File: src/rtl/mult_rr_scheduler_pkg.sv
// Shared types and helpers for the round-robin multiply scheduler.
// Optional build macro used by the top: MULT_EARLY_EXIT_EN.
package mult_sched_pkg;

  typedef enum logic [1:0] {
    ST_IDLE    = 2'd0,
    ST_COMPUTE = 2'd1,
    ST_END     = 2'd2
  } state_t;

  // Width of the debug state output, wider than the enum on purpose
  localparam int STATE_W = 4;

  // Upper bound on requesters; helpers work on vectors of this size
  localparam int MAX_REQ = 8;

  // Round-robin pick: first asserted request after ptr, wrapping at n.
  // Returns a one-hot vector (all zero when nothing is requested).
  function automatic logic [MAX_REQ-1:0] rr_pick(input logic [MAX_REQ-1:0] req,
                                                 input logic [2:0]         ptr,
                                                 input logic [3:0]         n);
    logic [MAX_REQ-1:0] pick;
    logic               found;
    logic [3:0]         idx;
    pick  = '0;
    found = 1'b0;
    for (int i = 1; i <= MAX_REQ; i++) begin
      idx = {1'b0, ptr} + 4'(i);
      if (idx >= n) idx = idx - n;
      if ((4'(i) <= n) && !found && req[idx[2:0]]) begin
        pick[idx[2:0]] = 1'b1;
        found          = 1'b1;
      end
    end
    return pick;
  endfunction

  // Index of the set bit in a one-hot vector (0 for an all-zero vector)
  function automatic logic [2:0] onehot_idx(input logic [MAX_REQ-1:0] oh);
    logic [2:0] idx;
    idx = '0;
    for (int i = 0; i < MAX_REQ; i++) begin
      if (oh[i]) idx = 3'(i);
    end
    return idx;
  endfunction

endpackage

File: src/rtl/mult_rr_scheduler_if.sv
// Requester-side bus of the multiply scheduler: requests and operands in,
// grant/done pulses, product and debug status out.
interface mult_rr_scheduler_if #(
  parameter int NUM_REQ = 4,
  parameter int WIDTH   = 4
);
  import mult_sched_pkg::*;

  logic [NUM_REQ-1:0]       req_i;
  logic [NUM_REQ*WIDTH-1:0] a_i;
  logic [NUM_REQ*WIDTH-1:0] b_i;
  logic [NUM_REQ-1:0]       gnt_o;
  logic [NUM_REQ-1:0]       done_o;
  logic [2*WIDTH-1:0]       y_o;
  logic                     busy_o;
  logic [STATE_W-1:0]       state_o;

  // Requester front-end side
  modport master (
    output req_i, a_i, b_i,
    input  gnt_o, done_o, y_o, busy_o, state_o
  );

  // Scheduler side
  modport slave (
    input  req_i, a_i, b_i,
    output gnt_o, done_o, y_o, busy_o, state_o
  );

endinterface

File: src/rtl/mult_rr_scheduler_dp.sv
// Shift-add multiply datapath: one partial product per step, LSB of B first.
module mult_shift_add_dp #(
  parameter int WIDTH = 4
) (
  input  logic               clk_i,
  input  logic               rst_i,
  input  logic               load_i,
  input  logic               step_i,
  input  logic [WIDTH-1:0]   a_i,
  input  logic [WIDTH-1:0]   b_i,
  output logic               last_step_o,
  output logic               last_nz_o,
  output logic [2*WIDTH-1:0] acc_next_o
);

  localparam int CNT_W = (WIDTH > 1) ? $clog2(WIDTH) : 1;

  logic [WIDTH-1:0]   aReg_q;
  logic [WIDTH-1:0]   bReg_q;
  logic [2*WIDTH-1:0] acc_q;
  logic [2*WIDTH-1:0] acc_d;
  logic [CNT_W-1:0]   bitCnt_q;
  logic [2*WIDTH-1:0] aExt;

  // Accumulator after the current step, plus the two finish conditions
  always_comb begin
    aExt        = {{WIDTH{1'b0}}, aReg_q};
    acc_d       = acc_q;
    if (bReg_q[bitCnt_q]) acc_d = acc_q + (aExt << bitCnt_q);
    last_step_o = (bitCnt_q == CNT_W'(WIDTH - 1));
    last_nz_o   = ((bReg_q >> (32'(bitCnt_q) + 32'd1)) == '0);
    acc_next_o  = acc_d;
  end

  // Operand capture on load, accumulate and advance on each step
  always_ff @(posedge clk_i or negedge rst_i) begin
    if (!rst_i) begin
      aReg_q   <= '0;
      bReg_q   <= '0;
      acc_q    <= '0;
      bitCnt_q <= '0;
    end else if (load_i) begin
      aReg_q   <= a_i;
      bReg_q   <= b_i;
      acc_q    <= '0;
      bitCnt_q <= '0;
    end else if (step_i) begin
      acc_q    <= acc_d;
      bitCnt_q <= bitCnt_q + 1'b1;
    end
  end

endmodule

File: src/rtl/mult_rr_scheduler.sv
// Round-robin scheduler sharing one shift-add multiplier among NUM_REQ
// requesters. Build macro MULT_EARLY_EXIT_EN ends a job as soon as the
// remaining bits of B are zero; without it every job takes WIDTH steps.
module mult_rr_scheduler
  import mult_sched_pkg::*;
#(
  parameter int NUM_REQ = 4,
  parameter int WIDTH   = 4
) (
  input  logic               clk_i,
  input  logic               rst_i,
  mult_rr_scheduler_if.slave bus
);

`ifdef MULT_EARLY_EXIT_EN
  localparam bit EARLY_EXIT = 1'b1;
`else
  localparam bit EARLY_EXIT = 1'b0;
`endif

  state_t             state_q;
  state_t             state_d;
  logic [2:0]         ptr_q;
  logic [2:0]         winner_q;
  logic [NUM_REQ-1:0] gnt_q;
  logic [NUM_REQ-1:0] done_q;
  logic [2*WIDTH-1:0] y_q;

  logic [MAX_REQ-1:0] reqPad;
  logic [2:0]         pickIdx;
  logic               anyReq;
  logic [WIDTH-1:0]   aSel;
  logic [WIDTH-1:0]   bSel;
  logic               load;
  logic               step;
  logic               finish;
  logic               lastStep;
  logic               lastNz;
  logic [2*WIDTH-1:0] accNext;

  // Arbitration: pick the next requester after the pointer and mux its operands
  always_comb begin
    reqPad              = '0;
    reqPad[NUM_REQ-1:0] = bus.req_i;
    anyReq              = |bus.req_i;
    pickIdx             = onehot_idx(rr_pick(reqPad, ptr_q, 4'(NUM_REQ)));
    aSel                = bus.a_i[int'(pickIdx)*WIDTH +: WIDTH];
    bSel                = bus.b_i[int'(pickIdx)*WIDTH +: WIDTH];
  end

  mult_shift_add_dp #(.WIDTH(WIDTH)) u_dp (
    .clk_i       (clk_i),
    .rst_i       (rst_i),
    .load_i      (load),
    .step_i      (step),
    .a_i         (aSel),
    .b_i         (bSel),
    .last_step_o (lastStep),
    .last_nz_o   (lastNz),
    .acc_next_o  (accNext)
  );

  // Next-state logic and datapath controls
  always_comb begin
    state_d = state_q;
    load    = 1'b0;
    step    = 1'b0;
    finish  = lastStep | (EARLY_EXIT & lastNz);
    case (state_q)
      ST_IDLE: begin
        if (anyReq) begin
          load    = 1'b1;
          state_d = ST_COMPUTE;
        end
      end
      ST_COMPUTE: begin
        step = 1'b1;
        if (finish) state_d = ST_END;
      end
      ST_END:  state_d = ST_IDLE;
      default: state_d = ST_IDLE;
    endcase
  end

  // State register
  always_ff @(posedge clk_i or negedge rst_i) begin
    if (!rst_i) state_q <= ST_IDLE;
    else        state_q <= state_d;
  end

  // Grant/pointer capture at job start; product and done pulse land together in ST_END
  always_ff @(posedge clk_i or negedge rst_i) begin
    if (!rst_i) begin
      ptr_q    <= 3'(NUM_REQ - 1);
      winner_q <= '0;
      gnt_q    <= '0;
      done_q   <= '0;
      y_q      <= '0;
    end else begin
      gnt_q  <= '0;
      done_q <= '0;
      if (state_q == ST_IDLE && anyReq) begin
        gnt_q    <= NUM_REQ'(1) << pickIdx;
        ptr_q    <= pickIdx;
        winner_q <= pickIdx;
      end
      if (state_q == ST_COMPUTE && finish) begin
        done_q <= NUM_REQ'(1) << winner_q;
        y_q    <= accNext;
      end
    end
  end

  assign bus.gnt_o   = gnt_q;
  assign bus.done_o  = done_q;
  assign bus.y_o     = y_q;
  assign bus.busy_o  = (state_q != ST_IDLE);
  assign bus.state_o = STATE_W'(state_q);

endmodule
File: src/flat_wrapper.sv
// flat-port wrapper written by rule: the top's interface ports become plain ports
module mult_rr_scheduler_flat import mult_sched_pkg::*;
#(
  parameter int NUM_REQ = 4,
  parameter int WIDTH   = 4
)
  (clk_i, rst_i, bus_req_i, bus_a_i, bus_b_i, bus_gnt_o, bus_done_o, bus_y_o, bus_busy_o, bus_state_o);
  mult_rr_scheduler_if #(.NUM_REQ(NUM_REQ), .WIDTH(WIDTH)) bus_i ();
  input  logic clk_i;
  input  logic rst_i;
  input wire logic [$bits(bus_i.req_i)-1:0] bus_req_i;
  input wire logic [$bits(bus_i.a_i)-1:0] bus_a_i;
  input wire logic [$bits(bus_i.b_i)-1:0] bus_b_i;
  output wire logic [$bits(bus_i.gnt_o)-1:0] bus_gnt_o;
  output wire logic [$bits(bus_i.done_o)-1:0] bus_done_o;
  output wire logic [$bits(bus_i.y_o)-1:0] bus_y_o;
  output wire logic [$bits(bus_i.busy_o)-1:0] bus_busy_o;
  output wire logic [$bits(bus_i.state_o)-1:0] bus_state_o;
  assign bus_i.req_i = bus_req_i;
  assign bus_i.a_i = bus_a_i;
  assign bus_i.b_i = bus_b_i;
  assign bus_gnt_o = bus_i.gnt_o;
  assign bus_done_o = bus_i.done_o;
  assign bus_y_o = bus_i.y_o;
  assign bus_busy_o = bus_i.busy_o;
  assign bus_state_o = bus_i.state_o;
  mult_rr_scheduler #(.NUM_REQ(NUM_REQ), .WIDTH(WIDTH)) u_core (.clk_i(clk_i), .rst_i(rst_i), .bus(bus_i));
endmodule
File: config.mk
export PLATFORM = sky130hd
export DESIGN_NAME = mult_rr_scheduler_flat
export DESIGN_NICKNAME = d
export VERILOG_FILES = /design/src/rtl/mult_rr_scheduler_pkg.sv /design/src/rtl/mult_rr_scheduler_if.sv /design/src/rtl/mult_rr_scheduler_dp.sv /design/src/rtl/mult_rr_scheduler.sv /design/src/flat_wrapper.sv
export SDC_FILE = /design/constraint.sdc
export NUM_CORES = 1
export LEC_CHECK = 0
export ABC_CLOCK_PERIOD_IN_PS = 5300
export BUFFER_PORTS_ARGS = -buffer_cell sky130_fd_sc_hd__buf_2
export CORE_UTILIZATION = 47
export DETAILED_ROUTE_END_ITERATION = 6
export HOLD_SLACK_MARGIN = 0.15
export PLACE_DENSITY = 0.81
export SLEW_MARGIN = 20
export SYNTH_ARGS = -nofsm -noshare
export SYNTH_HDL_FRONTEND = slang
export SYNTH_SLANG_ARGS = --single-unit
File: constraint.sdc
create_clock -name clk_i -period 5.3 [get_ports clk_i]
set_input_delay 0.795 -clock clk_i [delete_from_list [all_inputs] [get_ports clk_i]]
set_output_delay 0.795 -clock clk_i [all_outputs]
set_load 0.02 [all_outputs]
==> summary.md <==
| Metric | Value |
|---|---|
| Worst EP required | ~5500 ps |
| Mux cell area share after synthesis | 6.87% |
| Tightest Pin Transition | 913 ps |
| H-tree depth | 2 |
| DIE HEIGHT | about 80 microns |
| Effective utilization at floorplan | between 40% and 50% |
| Routability Congestion | 0.877 |
| Vias after detailed routing | 2,631 |
| Yosys cell types | 60 |
| Share of cells above drive strength 1 | roughly 23% |
| Clock skew | 6.87 ps |
| Vias/cell | 6.01 |
| R2R depth | 8 |
| Synthesized cell area | between 0.002 and 0.003 sq mm |
| Clk pin slew, worst setup/hold paths | 90 ps |
| TritonRoute pass-1 iters | 5 |
| Tcrit/Tclk final | 68.6% |
| Clock Latency Late Sink | 300 ps |
| Slew HR | 39.2% |
| Setup repair after global routing missed its margin | no |
| Setup bufs post-CTS | 0 |
| CTS-repair resized insts | 0 |
| DRC Markers | 0 |
| CP max FO | 15 |
| Main combinational cell family by area after synthesis | compound AO/OA/AOI/OAI gates |
| Fin Setup TNS | 0 ps |
| Adder-cell area share of the yosys netlist | 5.92% |
| DP Cell Count | 430 |
| Synth Area in Simple Gates | 19.5% |
| Design area | 0.00329 sq mm |
| Static leakage | around 0.0016 uW |
| Vias in the first global route | ~2,300 |
| Hold-fix buffers, CTS | 0 |
| Synth Instances | around 320 |
| Worst stage delay on the critical path | 720 ps |
| IO buf count | 56 |
| Num ports | 59 |
| Asr flop ratio synth | 100% |
| CP endpoint kind | flop |
| CP max-delay cell | dfstp_2 |
| Crit path cell chain | inv_2 > ha_1 > mux2i_1 > nor2_1 > a31oi_1 > nand2_1 > nor3_1 > a22oi_1 |
| Antenna cells | 0 |
| Startpoint Class | flop |
| Power Density | around 700 mW/mm^2 |
| Layout Cells excl Fill | 438 |
| CTS Buf Count | 5 |
| Initial antenna violation count | 0 |
| Cell area after placement | 0.00315 sq mm |
| WL final | 6880 microns |
| Num Clock Sinks | 41 |
| First-pass GRT wire length | 10,900 microns |
| CTS Root Buffer Type | clkbuf_8 |
| Rows | 28 |
| Syn_area_per_cell | between 9 and 10 sq um |
| CP delay by family, top | simple AND/OR/NAND/NOR gates |
| Worst Path Arrival | ~3800 ps |
| Hold Crit Class | reg2reg |
| Post-synth EDFFs | 0 |
| Pins over their slew limit | 0 |
| MaxCap Viol Count | 0 |
| HPWL after detailed placement | 4950 microns |
| Largest net degree at the start of global routing | 42 |
| GRT overflow | 0 |
| Max IR drop VDD | about 0.00027 V |
| Die area | 0.00644 sq mm |
| Yosys reg bits | 41 |
| TritonCTS clock tree | yes |
| Hold path depth | 2 |
| Final setup violation count | 0 |
| Initial DRC Count | 204 |
| Total track usage | 22.1% |
| Area growth syn-to-layout | 14.3% |
| Primary FF master, synth | dfrtp_1 |
| Run status | completed |
| Die X | 80.2 microns |
| Final hold vios | 0 |
| Wire per inst | 15.7 microns |
| YS warnings | 0 |
| Core box area | 0.00592 sq mm |
| Buf/Inv on CP | 1 |
| CP Class | reg2reg |
| Synth Area in Compound Gates | 23.9% |
| XOR/XNOR Fraction of Synth Area | around 1.8% |
| Crit. path cell count | 8 |
| Antenna viol nets, final | 0 |
| Min Tclk post-route | between 3000 and 4000 ps |
| Core Util, Final | 55.5% |
| Sequential fraction of the synthesis area | between 30% and 40% |
| Fmax | 275 MHz |
| Clock Tree Buf Depth | 2 |
| Fin nets | 413 |
[tightest hold or removal path, stage by stage, from the launching register on]
cell and delay (ps):
dfrtp_1 350, nand2_1 50, o21ai_0 60
[area by class of cell]
cell class,instances,area [sq um]
clock buffer,5,68.8
multi-input combinational,240,1680
timing repair buffer,57,288
inverter,17,63.8
tap,75,93.8
fill,532,2630
sequential,41,1030
clock inverter,3,68.8
[flip-flops by register name (all words and copies together) (netlist names)]
name / flops
u_core.u_dp.aReg_q: 4
u_core.bus.gnt_o: 4
u_core.winner_q: 3
u_core.bus.done_o: 4
u_core.u_dp.bReg_q: 4
u_core.state_q: 2
u_core.ptr_q: 2
u_core.u_dp.bitCnt_q: 2
u_core.bus.y_o: 8
u_core.u_dp.acc_q: 8
[cell usage after synthesis (all sizes together) (2+ instances only)]
library cell,count,area share (%)
xor2,4,1.2
nand2,35,4.7
a221o,8,2.8
a22oi,8,2.1
a32oi,9,2.7
nand2b,4,0.96
o21ai,18,3.3
xnor2,2,0.61
and3,5,1.1
nor2,16,2.1
ha,12,5.2
o22ai,9,2.2
o31ai,2,0.52
a211oi,3,1.2
and2,2,0.43
mux2,2,0.78
dfrtp,39,34
nor4b,2,0.61
nor3b,11,2.9
inv,17,2.2
clkbuf,7,0.91
or2,2,0.43
o32ai,2,0.61
nand3b,3,0.78
nor4,3,0.65
nor2b,3,0.65
o211ai,3,0.78
a21oi,19,3.6
nor3,11,2.3
buf,14,3.0
mux2i,14,5.3
nand3,8,1.4
a21o,6,1.6
o21a,2,0.52
dfstp,2,1.8
[routing by layer]
metal	global-route usage, %	part of all wire, %	vias to the layer above
met5	0	0	-
met4	6.25	1.2	0
li1	-	-	1255
met1	28.9	43	1280
met3	4.32	5.8	8
met2	36.9	50	88
[cells by family (layout without fill, tap and decap cells)]
group           count (synthesis)  count (layout)
compound gates                 95              95
xor+xnor                        6               6
fa+ha+maj                      13              13
buf+inv                        38              82
flops                          41              41
mux                            17              17
other cells                     1               2
simple gates                  107             107
[cell usage in the layout, fill, tap and decap left out, types with 9 or more instances in the layout]
master,synthesis,routed
a21oi_1,17,17
a32oi_1,9,9
buf_2,8,56
dfrtp_1,39,39
ha_1,12,12
inv_1,16,16
mux2i_1,13,13
nand2_1,34,34
nor2_1,16,16
nor3_1,10,10
nor3b_1,11,11
o21ai_0,16,16
[through the flow]
step	total power (uW)	worst slack (ps)	hold WS, ps
4_1_cts	2300	1730	490
3_3_place_gp	1930	1940	456
3_5_place_dp	1990	1740	470
2_1_floorplan	1700	2720	461
6_report	2310	1660	483
5_1_grt	2490	1470	504
[power by group]
group / total [uW] / switching (uW) / internal, uW
registers: 583 / 137 / 446
clock network: 306 / 117 / 190
logic: 1420 / 867 / 554
[final timing paths]
| check | end | startpoint | slack (ps) |
|---|---|---|---|
| worst max-delay path | u_core.u_dp.aReg_q[1] | u_core.ptr_q[0] | 1660 |
| min in group asynchronous | u_core.bus.y_o[6] | rst_i | 620 |
| worst min register to register | u_core.bus.y_o[7] | u_core.bus.y_o[7] | 480 |
| worst max register to register | u_core.u_dp.aReg_q[1] | u_core.ptr_q[0] | 1660 |
| max in group asynchronous | u_core.u_dp.bReg_q[2] | rst_i | 4110 |
| worst min-delay path | u_core.bus.y_o[7] | u_core.bus.y_o[7] | 480 |
No activity file was read; power rests on OpenSTA's default activity.
